--- src/rtl/char_lcd_refresh.sv ---
// Self-timed HD44780 8-bit write-only driver: runs the init sequence once, then
// endlessly repaints a ROWS x COLS character buffer that user logic writes at any time.
module char_lcd_refresh #(
    parameter int unsigned CLK_DIV    = 50000,
    parameter int unsigned COLS       = 16,
    parameter int unsigned ROWS       = 2,
    parameter int unsigned CLEAR_WAIT = 100000,
    parameter int unsigned AW         = 6
) (
    input  logic          clk,
    input  logic          rst,
    input  logic          wr_en,
    input  logic [AW-1:0] wr_addr,
    input  logic [7:0]    wr_data,
    output logic          init_done,
    output logic          frame_done,
    output logic [7:0]    lcd_db,
    output logic          lcd_rs,
    output logic          lcd_rw,
    output logic          lcd_e
);

    localparam int unsigned NCHAR  = ROWS * COLS;
    localparam int unsigned DEPTH  = 2 ** AW;
    localparam int unsigned STEP   = 2 * CLK_DIV;
    localparam int unsigned CNT_W  = (STEP > 2) ? $clog2(STEP) : 1;
    localparam int unsigned WAIT_W = (CLEAR_WAIT > 2) ? $clog2(CLEAR_WAIT) : 1;
    localparam int unsigned COL_W  = 6;
    localparam int unsigned ROW_W  = 2;

    // State names the step to be loaded at the next step boundary, except
    // S_CLR (0x01 currently on the bus) and S_WAIT (post-clear idle).
    typedef enum logic [2:0] {
        S_INIT,
        S_CLR,
        S_WAIT,
        S_ADDR,
        S_CHAR
    } state_t;

    state_t             state, state_nx;
    logic [2:0]         init_idx, init_idx_nx;
    logic [ROW_W-1:0]   row, row_nx;
    logic [COL_W-1:0]   col, col_nx;
    logic [AW-1:0]      pos, pos_nx;
    logic [CNT_W-1:0]   cnt, cnt_nx;
    logic [WAIT_W-1:0]  wcnt, wcnt_nx;

    logic [7:0]         db_nx;
    logic               rs_nx;
    logic               e_nx;
    logic               init_done_nx;
    logic               frame_done_nx;

    logic               load_c;
    logic               step_end_c;
    logic               half_c;
    logic               wait_end_c;
    logic [7:0]         init_cmd_c;
    logic [7:0]         row_base_c;

    logic [7:0]         mem [DEPTH];

    assign lcd_rw     = 1'b0;
    assign step_end_c = (cnt == CNT_W'(STEP - 1));
    assign half_c     = (cnt == CNT_W'(CLK_DIV - 1));
    assign wait_end_c = (wcnt == WAIT_W'(CLEAR_WAIT - 1));

    // Character buffer; a write on the clock a character is latched lands after the read.
    always_ff @(posedge clk or negedge rst) begin
        if (!rst) begin
            for (int unsigned i = 0; i < DEPTH; i++) begin
                mem[AW'(i)] <= 8'h20;
            end
        end else if (wr_en && (32'(wr_addr) < NCHAR)) begin
            mem[wr_addr] <= wr_data;
        end
    end

    // State and output registers; cnt starts at the step end so the first edge loads 0x38.
    always_ff @(posedge clk or negedge rst) begin
        if (!rst) begin
            state      <= S_INIT;
            init_idx   <= '0;
            row        <= '0;
            col        <= '0;
            pos        <= '0;
            cnt        <= CNT_W'(STEP - 1);
            wcnt       <= '0;
            lcd_db     <= 8'h00;
            lcd_rs     <= 1'b0;
            lcd_e      <= 1'b0;
            init_done  <= 1'b0;
            frame_done <= 1'b0;
        end else begin
            state      <= state_nx;
            init_idx   <= init_idx_nx;
            row        <= row_nx;
            col        <= col_nx;
            pos        <= pos_nx;
            cnt        <= cnt_nx;
            wcnt       <= wcnt_nx;
            lcd_db     <= db_nx;
            lcd_rs     <= rs_nx;
            lcd_e      <= e_nx;
            init_done  <= init_done_nx;
            frame_done <= frame_done_nx;
        end
    end

    // Step timing and sequencing.
    always_comb begin
        state_nx    = state;
        init_idx_nx = init_idx;
        row_nx      = row;
        col_nx      = col;
        pos_nx      = pos;
        cnt_nx      = cnt;
        wcnt_nx     = wcnt;
        load_c      = 1'b0;

        if (state == S_WAIT) begin
            if (wait_end_c) begin
                load_c = 1'b1;
            end else begin
                wcnt_nx = wcnt + WAIT_W'(1);
            end
        end else if (step_end_c) begin
            if (state == S_CLR) begin
                state_nx = S_WAIT;
                wcnt_nx  = '0;
            end else begin
                load_c = 1'b1;
            end
        end else begin
            cnt_nx = cnt + CNT_W'(1);
        end

        if (load_c) begin
            cnt_nx = '0;
            case (state)
                S_INIT, S_WAIT: begin
                    init_idx_nx = init_idx + 3'd1;
                    if (init_idx == 3'd2) begin
                        state_nx = (CLEAR_WAIT > 0) ? S_CLR : S_INIT;
                    end else if (init_idx >= 3'd4) begin
                        state_nx = S_ADDR;
                    end else begin
                        state_nx = S_INIT;
                    end
                end
                S_ADDR: begin
                    state_nx = S_CHAR;
                    col_nx   = '0;
                end
                S_CHAR: begin
                    pos_nx = pos + AW'(1);
                    col_nx = col + COL_W'(1);
                    if (col == COL_W'(COLS - 1)) begin
                        state_nx = S_ADDR;
                        col_nx   = '0;
                        if (row == ROW_W'(ROWS - 1)) begin
                            row_nx = '0;
                            pos_nx = '0;
                        end else begin
                            row_nx = row + ROW_W'(1);
                        end
                    end
                end
                default: ;
            endcase
        end
    end

    // Bus contents for the step being loaded, plus the enable waveform.
    always_comb begin
        db_nx         = lcd_db;
        rs_nx         = lcd_rs;
        e_nx          = lcd_e;
        init_done_nx  = init_done;
        frame_done_nx = 1'b0;

        case (init_idx)
            3'd0:    init_cmd_c = 8'h38;
            3'd1:    init_cmd_c = 8'h08;
            3'd2:    init_cmd_c = 8'h01;
            3'd3:    init_cmd_c = 8'h06;
            default: init_cmd_c = 8'h0C;
        endcase

        case (row)
            2'd0:    row_base_c = 8'h00;
            2'd1:    row_base_c = 8'h40;
            2'd2:    row_base_c = 8'(COLS);
            default: row_base_c = 8'(32'h40 + COLS);
        endcase

        if (load_c) begin
            e_nx = 1'b0;
            case (state)
                S_INIT, S_WAIT: begin
                    db_nx = init_cmd_c;
                    rs_nx = 1'b0;
                end
                S_ADDR: begin
                    db_nx         = 8'h80 | row_base_c;
                    rs_nx         = 1'b0;
                    init_done_nx  = 1'b1;
                    frame_done_nx = init_done && (row == '0);
                end
                S_CHAR: begin
                    db_nx = mem[pos];
                    rs_nx = 1'b1;
                end
                default: ;
            endcase
        end else if ((state == S_CLR) && step_end_c) begin
            e_nx = 1'b0;
        end else if ((state != S_WAIT) && half_c) begin
            e_nx = 1'b1;
        end
    end

endmodule
--- config.mk ---
export PLATFORM = sky130hd
export DESIGN_NAME = char_lcd_refresh
export DESIGN_NICKNAME = d
export VERILOG_FILES = /design/src/rtl/char_lcd_refresh.sv
export SDC_FILE = /design/constraint.sdc
export NUM_CORES = 1
export LEC_CHECK = 0
export ABC_AREA = 1
export ABC_CLOCK_PERIOD_IN_PS = 2500
export CAP_MARGIN = 30
export CORE_MARGIN = 8
export CORE_UTILIZATION = 31
export CTS_BUF_LIST = sky130_fd_sc_hd__clkbuf_8
export CTS_CLUSTER_SIZE = 10
export DETAILED_ROUTE_END_ITERATION = 10
export DONT_BUFFER_PORTS = 1
export GPL_TIMING_DRIVEN = 0
export MAX_ROUTING_LAYER = met4
export PLACE_DENSITY_LB_ADDON = 0.2
export SYNTH_ARGS = -nofsm -noshare
export SYNTH_HDL_FRONTEND = slang
export SYNTH_SLANG_ARGS = --single-unit
--- constraint.sdc ---
create_clock -name clk -period 2.5 [get_ports clk]
set_input_delay 0.5 -clock clk [delete_from_list [all_inputs] [get_ports clk]]
set_output_delay 0.5 -clock clk [all_outputs]
set_load 0.1 [all_outputs]
-- Word level (Yosys, flattened, before mapping)
Index checks and enable logic that the tools add are counted.
- flip-flop bits (word level): 578
- output and inout bits: 13
- word-level logic and storage cells: 170
- $add $sub $neg: 6
- order comparisons: 5
- equality and inequality tests: 17
- muxes and demuxes: 39
- bitwise operators: 2
- reductions and logical operators: 25
- operators by type and width (kind ; count):
    $bwmux 512 ; 1
    $mux 17 ; 7
    $bmux 8 s6 ; 1
    $demux 8 s6 ; 1
    $add 17x1->17 const B ; 2
    $eq 17x17->1 const B ; 2
    $mux 8 ; 3
    $pmux 6 s4 ; 1
    $pmux 8 s3 ; 1
    $pmux 7 s3 ; 1
    $mux 6 ; 3
    $eq 17x16->1 const B ; 1
    $mux 3 ; 5
    $ge 7x7->1 const B ; 2
    $not 6->7 ; 2
    $reduce_and 2->1 ; 7
    $add 6x1->6 const B ; 2
    $eq 3x2->1 const B ; 4
    $pmux 6 s2 ; 1
    $mux 1 ; 9
    $pmux 3 s3 ; 1
    $reduce_bool 2->1 ; 4
    $lt 7x1->1 const B ; 1
    $eq 3x1->1 const B ; 2
    other kinds (19) ; 30

-- Longest topological paths before layout
Gate-level depths: netlist (run 1).
- depth in word-level cells: 7
- mapped depth: 15

-- Worst setup path before layout (run 1)
OpenSTA, ideal clock, no wires.
- path kind: register -> register
- start: register cnt[0]
- end: register wcnt[9]
- library setup time: 0.134 ns
- data arrival time: 1.771 ns
- data required time: 2.366 ns
- path slack: 0.595 ns
- cell stages (with the launch flop): 11
- cells stage by stage: dfstp_2 ha_1 nand3_1 nor2_1 nand3_1 or2_4 nand2_4 inv_2 buf_2 nand2_1 o31ai_2
- word-level cells in the longest chain between the ends: 3
- ends and longest elaborated chain (element ; RTL line ; source):
    start, declared ; 46 ; logic [CNT_W-1:0] cnt, cnt_nx;
    start signal, assigned ; 88 ; cnt <= CNT_W'(STEP - 1);
    start signal, assigned ; 101 ; cnt <= cnt_nx;
    $eq 17x17->1 ; 65 ; assign step_end_c = (cnt == CNT_W'(STEP - 1));
    $reduce_bool 2->1 (no line) ; n/a ;
    $reduce_and 3->1 (no line) ; n/a ;
    end signal, assigned ; 102 ; wcnt <= wcnt_nx;
    end, declared ; 47 ; logic [WAIT_W-1:0] wcnt, wcnt_nx;
Every way passes these cells.
A chain may end at the register's enable or synchronous reset.

-- Final worst setup path (run 1)
- start: register pos[1]
- end: register lcd_db[4]
- word-level cells in the longest chain between the ends: 5
- ends and longest elaborated chain (element ; RTL line ; source):
    start, declared ; 45 ; logic [AW-1:0] pos, pos_nx;
    start signal, assigned ; 100 ; pos <= pos_nx;
    $not 6->7 (implied by the code) ; 212 ; db_nx = mem[pos];
    $bmux 8 s6 ; 212 ;
    $mux 8 (implied by the code) (2 in a row) ; 212 ;
    $pmux 8 s3 ; 200 ; case (state)
    end signal, assigned ; 103 ; lcd_db <= db_nx;
    end, declared ; 17 ; output logic [7:0] lcd_db,
Every way passes these cells. The select of a mux whose other input is x is not followed.

==> flow_metrics.env, run 1 <==
export IMPL_pwr_share_clk=0.444
export IMPL_drv_slew=0
export IMPL_p_leak_nw=14.22
export IMPL_syn_num_nets=3331
export IMPL_seq_power_share=0.502
export IMPL_r2r_slack_ns=-0.03
export IMPL_syn_area_sq_um=26380
export IMPL_synth_edf_count=0
export IMPL_synth_async_reset_ratio=1.000
export IMPL_design_area_sq_um=30270
export IMPL_ir_drop_v=0.0003546
export IMPL_yosysSeqAreaShare=0.5519
export IMPL_drive_above_1_share=0.1056
export IMPL_slew_headroom=0.2477
export IMPL_vias_per_cell=4.723
export IMPL_grt_pass1_wl_mm=134.4
export IMPL_critical_path_startpoint_type="flop"
export IMPL_p_int_mw=14.97
export IMPL_tightest_slew_ns=1.129
export IMPL_ys_ff_latch=578
export IMPL_crit_buf_inv=3
export IMPL_drtPass1Iterations=6
export IMPL_layout_min_cycle_time_ns=2.527
export IMPL_avgSynthCellArea_sq_um=7.978
export IMPL_clock_sinks=578
export IMPL_max_cap_violations=0
export IMPL_synth_top_family_by_area="simple AND/OR/NAND/NOR gates"
export IMPL_finalCritPeriodShare=1.011
export IMPL_place_area_sq_um=27810
export IMPL_synth_xor_area_share=0.01029
export IMPL_grt_max_degree=579
export IMPL_synth_compound_area_frac=0.07936
export IMPL_antenna_left=0
export IMPL_worst_hold_slack_ns=0.07888
export IMPL_nets=3443
export IMPL_synth_fa_ha_area_frac=0.003795
export IMPL_fp_dieH_um=307.7
export IMPL_fmax_mhz=395.7
export IMPL_combPwrFrac=0.053
export IMPL_violations="setup timing"
export IMPL_cts_path_max_buffers=3
export IMPL_postRouteWirelength_mm=88.24
export IMPL_die_width_um=307.7
export IMPL_worstPathCellList="buf_2 > inv_2 > buf_2 > nand3_1 > nand3_1 > nand2_1 > nor2_1 > nand2_1 > nand3_1 > nand2_1 > nand2_1 > a21oi_1"
export IMPL_swShare=0.2543
export IMPL_worstPathMaxFanout=10
export IMPL_ys_types=40
export IMPL_crit_top_cell="nand2_1"
export IMPL_synthSimpleGateAreaFrac=0.2485
export IMPL_antenna_found_initial=1
export IMPL_place_gp_congestion=0.8917
export IMPL_syn_inst=3306
export IMPL_grt_ovfl_total=0
export IMPL_core_sq_um=84750
export IMPL_finClkSkew_ns=0.04648
export IMPL_dp_hpwl_mm=61.07
export IMPL_required_ns=3.11
export IMPL_finalPower_mw=20.07
export IMPL_h_tree_depth=3
export IMPL_cts_tree="done"
export IMPL_hp_class="in -> reg"
export IMPL_dieArea_sq_um=94670
export IMPL_crit_type="reg -> reg"
export IMPL_wl_per_cell_um=18.98
export IMPL_insertion_delay_ns=0.73
export IMPL_drc=0
export IMPL_synthTopCellsByArea="dfrtp_1 48%, nand2_1 15%, dfstp_2 7.4%"
export IMPL_hold_violations=0
export IMPL_drt_iter0_drc=2037
export IMPL_max_stage_delay_ns=0.39
export IMPL_cp_top_family="simple AND/OR/NAND/NOR gates"
export IMPL_synth_top_area_share=0.4782
export IMPL_area_growth_pct=14.78
export IMPL_grt_pass1_vias=21380
export IMPL_rsz0062_at_grt="true"
export IMPL_nFillCells=9042
export IMPL_cp_end_kind="flop"
export IMPL_port_buffers=0
export IMPL_yosys_warnings=0
export IMPL_cts_clk_slew_worst_paths_ns=0.06
export IMPL_root_buffer="clkbuf_8"
export IMPL_status="finished with violations"
export IMPL_yosys_area_top_type="dfrtp_1"
export IMPL_num_io_pins=30
export IMPL_p_sw_mw=5.103
export IMPL_final_util=0.3572
export IMPL_via_count=21960
export IMPL_arrival_ns=3.13
export IMPL_grtUsageTotal=0.1913
export IMPL_finalWorstSetupSlack_ns=-0.02714
export IMPL_yosys_most_used_dff="dfrtp_1"
export IMPL_row_count=107
export IMPL_setup_violations=2
export IMPL_crit_path_top_delay_cell="dfrtp_1"
export IMPL_numCtsBuffers=102
export IMPL_start_util=0.3112
export IMPL_cellPowerDensity_nw_per_um2=663.0
export IMPL_muxShareOfSynthArea=0
[power groups by stage]
stage | clock network (mW) | registers (mW) | logic (mW)
6_report | 8.91 | 10.1 | 1.07
5_1_grt | 9.56 | 10.1 | 1.25
4_1_cts | 9.14 | 10.1 | 0.851
3_5_place_dp | 0 | 10.2 | 0.847
3_3_place_gp | 0 | 10.2 | 0.828
2_1_floorplan | 0 | 10.2 | 0.614
[what timing repair did]
action	in CTS	in global routing
pin swaps	0	0
endpoints found under the hold margin	578	249
gates resized for setup	26	64
setup buffers	0	0
setup endpoints to repair	8	18
[per-layer routing]
layer	GRT usage	wire length (um)	vias to the layer above
li1	-	-	10460
met1	0.2528	40080	10680
met2	0.2915	39130	648
met3	0.03958	5790	182
met4	0.06635	3233	0
met5	-	0	-
[cell type report]
class / count / area [sq um] / area share
diodes: 1 / 2.502 / 0.00008266
plain buffers: 429 / 1896 / 0.06262
clock buffers: 130 / 1789 / 0.05910
clock inverters: 61 / 307.8 / 0.01017
inverters: 276 / 1036 / 0.03422
multi-input cells: 2022 / 9059 / 0.2992
flip-flops and latches: 578 / 14560 / 0.4808
well taps: 1144 / 1431 / 0.04728
repair buffers: 9 / 195.2 / 0.006448
[metrics by stage]
step	setup WS [ns]	std cells	setup TNS (ns)
final	-0.02714	4650	-0.04109
after global routing	-0.01542	4650	-0.05224
after CTS	0.009480	4641	0
after detailed placement	-0.4077	4450	-1.705
after global placement	-0.3894	4450	-1.673
after floorplan	0.5954	3306	0
[path summary, 6_finish.rpt]
kind	start	end	cells after the start
min	wr_data[7]	mem[263]	2
min in group asynchronous	rst	lcd_db[0]	3
max	pos[1]	lcd_db[4]	12
max reg2reg	pos[1]	lcd_db[4]	12
min reg2reg	mem[133]	mem[133]	1
max in group asynchronous	rst	mem[376]	4
[cells in the final DEF, fill, tap and decap left out, drive strengths merged, types with 3 or more instances in the layout]
cell and instances:
a21oi 48, ha 8, xor2 28, nor4 5
buf 82, xnor2 3, o22ai 8, nor2 166
nand2 1026, clkinv 13, nand3 313, dfstp 74
clkbuf 481, inv 321, nand4 24, o21ai 319
o211ai 24, nor3 35, and3 7, dfrtp 504
dlygate4sd3 3
[sequential cells by signal, summed over array words and instances, names as in the netlist, 2 cells and up]
signal,cells
cnt,17
row,2
wcnt,17
mem,512
col,6
lcd_db,8
state,3
pos,6
init_idx,3
[Yosys cell counts, drive strengths merged, types with 3 or more instances]
cell	n
a21oi	48
nand2	1026
nor3	35
o21ai	319
dfstp	74
nor4	5
buf	93
xor2	28
inv	274
dfrtp	504
nor2	166
nand4	24
clkbuf	337
o211ai	24
o22ai	8
nand3	313
xnor2	3
ha	8
and3	7
[cell families after synthesis]
kind of cell | count (synthesis)
xor gates and xnor gates | 31
adders and majority gates | 8
and+or+nand+nor | 1580
AOI/OAI and AO/OA | 402
buffers and inverters | 706
other | 1
DFF | 578
No activity file was read; power rests on OpenSTA's default activity.
==> run 2: changes to the inputs <==
--- a/config.mk
+++ b/config.mk
@@ -6,7 +6,7 @@
 export NUM_CORES = 1
 export LEC_CHECK = 0
 export ABC_AREA = 1
-export ABC_CLOCK_PERIOD_IN_PS = 2500
+export ABC_CLOCK_PERIOD_IN_PS = 2600
 export CAP_MARGIN = 30
 export CORE_MARGIN = 8
 export CORE_UTILIZATION = 31
@@ -15,6 +15,7 @@
 export DETAILED_ROUTE_END_ITERATION = 10
 export DONT_BUFFER_PORTS = 1
 export GPL_TIMING_DRIVEN = 0
+export HOLD_SLACK_MARGIN = 0.06
 export MAX_ROUTING_LAYER = met4
 export PLACE_DENSITY_LB_ADDON = 0.2
 export SYNTH_ARGS = -nofsm -noshare
==> constraint.sdc (replaced) <==
create_clock -name clk -period 2.6 [get_ports clk]
set_input_delay 0.52 -clock clk [delete_from_list [all_inputs] [get_ports clk]]
set_output_delay 0.52 -clock clk [all_outputs]
set_load 0.1 [all_outputs]
==> run 2 against run 1 <==
The flow now finishes without violations. Largest cell class unchanged. Non-clock buffer count down 1. Critical path depth grew 1. Global-route usage is essentially flat. Sequential share of layout area rose by 0.21 points.
==> flow_metrics.env, run 2 (synthesis gave the netlist of run 1 again) <==
export IMPL_antenna_left=0
export IMPL_swShare=0.2542
export IMPL_root_buffer="clkbuf_8"
export IMPL_worst_hold_slack_ns=0.1422
export IMPL_via_count=21910
export IMPL_cts_tree="done"
export IMPL_rsz0062_at_grt="true"
export IMPL_place_area_sq_um=27810
export IMPL_design_area_sq_um=30140
export IMPL_cts_clk_slew_worst_paths_ns=0.06
export IMPL_grt_pass1_wl_mm=134.3
export IMPL_numCtsBuffers=102
export IMPL_required_ns=3.25
export IMPL_top_register="mem"
export IMPL_row_count=107
export IMPL_worstPathCellList="buf_4 > buf_2 > clkbuf_4 > nand2_1 > nand2_1 > nand2_1 > nand3_1 > nand3_1 > nand2_1 > nand3_1 > nand2_1 > nand2_1 > a21oi_1"
export IMPL_area_growth_pct=14.29
export IMPL_status="complete, no violations"
export IMPL_drtPass1Iterations=5
export IMPL_finalWorstSetupSlack_ns=0.05874
export IMPL_drt_iter0_drc=1980
export IMPL_core_sq_um=84750
export IMPL_cts_path_max_buffers=3
export IMPL_tns_ns=0
export IMPL_num_io_pins=30
export IMPL_grtUsageTotal=0.1913
export IMPL_seq_power_share=0.503
export IMPL_final_util=0.3557
export IMPL_cp_end_kind="flop"
export IMPL_grt_busiest_layer="met2"
export IMPL_finalCritPeriodShare=0.9774
export IMPL_die_width_um=307.7
export IMPL_postRouteWirelength_mm=88.31
export IMPL_grt_pass1_vias=21370
export IMPL_tightest_slew_ns=1.190
export IMPL_insertion_delay_ns=0.72
export IMPL_hold_violations=0
export IMPL_crit_type="reg -> reg"
export IMPL_gr_usage_met1=0.2534
export IMPL_drc=0
export IMPL_port_buffers=0
export IMPL_combPwrFrac=0.053
export IMPL_stdcell_count=4649
export IMPL_met3_usage=0.03869
export IMPL_cp_top_family="simple AND/OR/NAND/NOR gates"
export IMPL_finalPower_mw=19.29
export IMPL_grt_max_degree=579
export IMPL_pwr_share_clk=0.444
export IMPL_slew_headroom=0.2068
export IMPL_crit_top_cell="nand2_1"
export IMPL_nets=3442
export IMPL_crit_buf_inv=3
export IMPL_start_util=0.3112
export IMPL_setup_violations=0
export IMPL_layout_min_cycle_time_ns=2.541
export IMPL_largest_reg_flops=512
export IMPL_fp_dieH_um=307.7
export IMPL_layout_commonest_cell="nand2_1"
export IMPL_h_tree_depth=3
export IMPL_finClkSkew_ns=0.04782
export IMPL_grt_ovfl_total=0
export IMPL_p_int_mw=14.39
export IMPL_vias_per_cell=4.713
export IMPL_dp_hpwl_mm=61.07
export IMPL_drv_slew=0
export IMPL_layout_common_cells="1022 x nand2_1, 504 x dfrtp_1, 325 x clkbuf_1, 316 x o21ai_0, 312 x nand3_1"
export IMPL_clock_sinks=578
export IMPL_critical_path_startpoint_type="flop"
export IMPL_dieArea_sq_um=94670
export IMPL_post_cts_buffers=0
export IMPL_crit_path_top_delay_cell="dfrtp_1"
export IMPL_cellPowerDensity_nw_per_um2=639.9
export IMPL_dp_cells=4450
export IMPL_dp_slack_ns=-0.3077
export IMPL_wl_per_cell_um=19.00
export IMPL_antenna_found_initial=1
export IMPL_arrival_ns=3.19
export IMPL_fmax_mhz=393.5
export IMPL_p_leak_nw=14.18
export IMPL_max_cap_violations=0
export IMPL_largestRegisters="mem (512), cnt (17), wcnt (17)"
export IMPL_max_stage_delay_ns=0.36
export IMPL_ir_drop_v=0.0003404
export IMPL_place_gp_congestion=0.8917
export IMPL_p_sw_mw=4.902
export IMPL_hp_class="in -> reg"
export IMPL_met2_usage=0.2912
export IMPL_drive_above_1_share=0.1025
export IMPL_worstPathMaxFanout=10
==> run 2: worst paths after layout <==
kind / start / to / slack [ns] / cells after the start
setup / recovery: pos[0] / lcd_db[2] / 0.06 / 13
hold reg to reg: mem[133] / mem[133] / 0.44 / 1
min in group asynchronous: rst / cnt[13] / 0.44 / 3
max in group asynchronous: rst / mem[411] / 0.24 / 4
setup reg to reg: pos[0] / lcd_db[2] / 0.06 / 13
hold / removal: wr_data[0] / mem[344] / 0.14 / 2
==> run 2: power by group through the flow <==
stage	clock, mW	combinational (mW)	sequential [mW]
5_1_grt	9.19	1.20	9.73
4_1_cts	8.79	0.820	9.69
3_5_place_dp	0	0.814	9.84
6_report	8.57	1.03	9.70
3_3_place_gp	0	0.796	9.83
2_1_floorplan	0	0.591	9.78
==> run 2: cell type report <==
class / count / area (sq um)
Antenna cell: 1 / 2.502
Sequential cell: 578 / 14560
Inverter: 276 / 1036
Buffer: 430 / 1829
Timing Repair Buffer: 7 / 157.7
Clock inverter: 61 / 307.8
Clock buffer: 130 / 1789
Fill cell: 9051 / 54600
Multi-Input combinational cell: 2022 / 9034
Tap cell: 1144 / 1431
==> run 2: per-layer routing <==
| layer | vias up | share of wire | routed length (um) |
|---|---|---|---|
| li1 | 10450 | - | - |
| met1 | 10630 | 0.45 | 39970 |
| met2 | 663 | 0.44 | 39270 |
| met3 | 178 | 0.066 | 5837 |
| met4 | 0 | 0.037 | 3238 |
| met5 | - | 0 | 0 |
==> run 2: timing repair <==
item,in CTS,in global routing
hold endpoints to repair,580,344
resized for setup,7,44
pin swaps,0,0
hold buffers,1,3
setup endpoints to repair,7,8
==> run 3: changes to the inputs <==
--- a/config.mk
+++ b/config.mk
@@ -8,7 +8,6 @@
 export ABC_AREA = 1
 export ABC_CLOCK_PERIOD_IN_PS = 2600
 export CAP_MARGIN = 30
-export CORE_MARGIN = 8
 export CORE_UTILIZATION = 31
 export CTS_BUF_LIST = sky130_fd_sc_hd__clkbuf_8
 export CTS_CLUSTER_SIZE = 10
==> run 3 against run 2 <==
The run now ends with hold timing, slew limit left. Die area decreased by 8.9%. Design area decreased by 0.53%. Worst setup slack improved by 0.0065 ns. Total power decreased by 1.2%.
==> flow_metrics.env, run 3 (synthesis gave the netlist of run 1 again) <==
export IMPL_nets=3437
export IMPL_max_cap_violations=0
export IMPL_ff_latch_area_sq_um=14560
export IMPL_p_leak_nw=14.07
export IMPL_required_ns=3.24
export IMPL_postRouteWirelength_mm=89.20
export IMPL_drt_iter0_drc=2006
export IMPL_grt_max_degree=579
export IMPL_final_util=0.3572
export IMPL_cellPowerDensity_nw_per_um2=635.6
export IMPL_crit_top_cell="nand2_1"
export IMPL_rr_worst_depth=12
export IMPL_layout_commonest_cell="nand2_1"
export IMPL_critical_path_startpoint_type="flop"
export IMPL_layout_common_cells="1021 x nand2_1, 504 x dfrtp_1, 328 x clkbuf_1, 316 x o21ai_0, 311 x nand3_1"
export IMPL_vias_per_cell=4.672
export IMPL_dieArea_sq_um=86250
export IMPL_grt_pass1_wl_mm=133.9
export IMPL_fmax_mhz=394.5
export IMPL_worst_hold_slack_ns=-0.3955
export IMPL_hp_class="in -> async"
export IMPL_core_sq_um=83950
export IMPL_cts_tree="done"
export IMPL_start_util=0.3142
export IMPL_num_io_pins=30
export IMPL_largest_reg_flops=512
export IMPL_drv_slew=444
export IMPL_setup_violations=0
export IMPL_timing_rr_start="pos[1]"
export IMPL_clock_sinks=578
export IMPL_cts_path_max_buffers=3
export IMPL_top_register="mem"
export IMPL_tns_ns=0
export IMPL_rsz0062_at_grt="true"
export IMPL_violations="hold timing, slew limit"
export IMPL_crit_path_top_delay_cell="buf_1"
export IMPL_finClkSkew_ns=0.02425
export IMPL_arrival_ns=3.17
export IMPL_antenna_found_initial=4
export IMPL_via_count=21640
export IMPL_slew_headroom=-1.481
export IMPL_multi_input_area_sq_um=9039
export IMPL_worstPathCellList="buf_2 > buf_1 > nand3_1 > nand2_1 > nand2_1 > nand2_1 > nor2_1 > nand2_1 > nand3_1 > nand2_1 > nand2_1 > a21oi_1"
export IMPL_port_buffers=0
export IMPL_ir_drop_v=0.0003683
export IMPL_crit_type="reg -> reg"
export IMPL_worstPathMaxFanout=10
export IMPL_largestRegisters="mem (512), cnt (17), wcnt (17)"
export IMPL_area_growth_pct=13.69
export IMPL_cts_clk_slew_worst_paths_ns=0.06
export IMPL_finalPower_mw=19.06
export IMPL_max_stage_delay_ns=0.60
export IMPL_grt_pass1_vias=20850
export IMPL_grt_ovfl_total=0
export IMPL_status="finished with violations"
export IMPL_row_count=106
export IMPL_r2r_slack_ns=0.07
export IMPL_tightest_slew_ns=3.722
export IMPL_fp_dieH_um=293.7
export IMPL_root_buffer="clkbuf_8"
export IMPL_rr_endpoint="lcd_db[2]"
export IMPL_die_width_um=293.7
export IMPL_finalCritPeriodShare=0.9749
export IMPL_grtUsageTotal=0.2153
export IMPL_dp_hpwl_mm=61.18
export IMPL_h_tree_depth=3
export IMPL_numCtsBuffers=103
export IMPL_crit_buf_inv=2
export IMPL_cp_end_kind="flop"
export IMPL_design_area_sq_um=29990
export IMPL_cp_top_family="simple AND/OR/NAND/NOR gates"
export IMPL_nFillCells=8932
export IMPL_place_gp_congestion=0.8992
export IMPL_drc=0
export IMPL_hold_violations=164
export IMPL_place_area_sq_um=27840
export IMPL_wl_per_cell_um=19.26
export IMPL_antenna_left=0
export IMPL_drive_above_1_share=0.09845
export IMPL_drtPass1Iterations=7
export IMPL_insertion_delay_ns=0.71
export IMPL_layout_min_cycle_time_ns=2.535
==> run 3: changes by cell type in the layout (fill, tap and decap cells not counted), sizes merged <==
cell           delta
clkbuf           -10
buf               +6
diode             +3
inv               -3
dlygate4sd3       -2
clkdlybuf4s15     -1
clkinv            -1
clkinvlp          +1
==> run 3: area by class of cell <==
| type | instances | share of cell area |
|---|---|---|
| inverters | 276 | 0.03455 |
| well taps | 1134 | 0.04732 |
| flip-flops and latches | 578 | 0.4855 |
| repair buffers | 2 | 0.001419 |
| plain buffers | 429 | 0.06101 |
| clock buffers | 129 | 0.05921 |
| clock inverters | 58 | 0.009263 |
| multi-input cells | 2022 | 0.3014 |
| diodes | 4 | 0.0003338 |
==> run 3: layer usage <==
layer | up-vias | GRT usage | routed length [um]
met1 | 10430 | 0.2901 | 40680
met3 | 180 | 0.03814 | 5504
li1 | 10440 | - | -
met5 | - | - | 0
met4 | 0 | 0.08028 | 3389
met2 | 593 | 0.3230 | 39620
==> run 3: stage by stage <==
stage	worst slack, ns	std cells
6_report	0.06520	4632
5_1_grt	-0.003192	4630
4_1_cts	0.004535	4629
3_5_place_dp	-0.2404	4442
3_3_place_gp	-0.2377	4440
2_1_floorplan	0.6954	3306
==> run 3: how the worst max path moves through the flow <==
stage | from | endpoint | cells after the start
finish | pos[1] | lcd_db[2] | 12
global route | pos[1] | lcd_db[4] | 12
CTS | pos[1] | lcd_db[6] | 11
detailed placement | pos[0] | lcd_db[4] | 11
global placement | pos[0] | lcd_db[4] | 11
floorplan | cnt[0] | wcnt[9] | 10
==> run 3: report_power, final <==
| group | internal [mW] | switching, mW | total (mW) |
|---|---|---|---|
| logic | 0.300 | 0.526 | 0.826 |
| clock network | 4.55 | 3.99 | 8.54 |
| registers | 9.47 | 0.231 | 9.70 |
| total | 14.3 | 4.75 | 19.1 |
==> run 3: repair_timing <==
item	4_1_cts	5_1_grt
buffers inserted	0	0
setup endpoints to repair	8	8
cloned	0	0
hold endpoints to repair	578	539
gates resized for setup	14	38
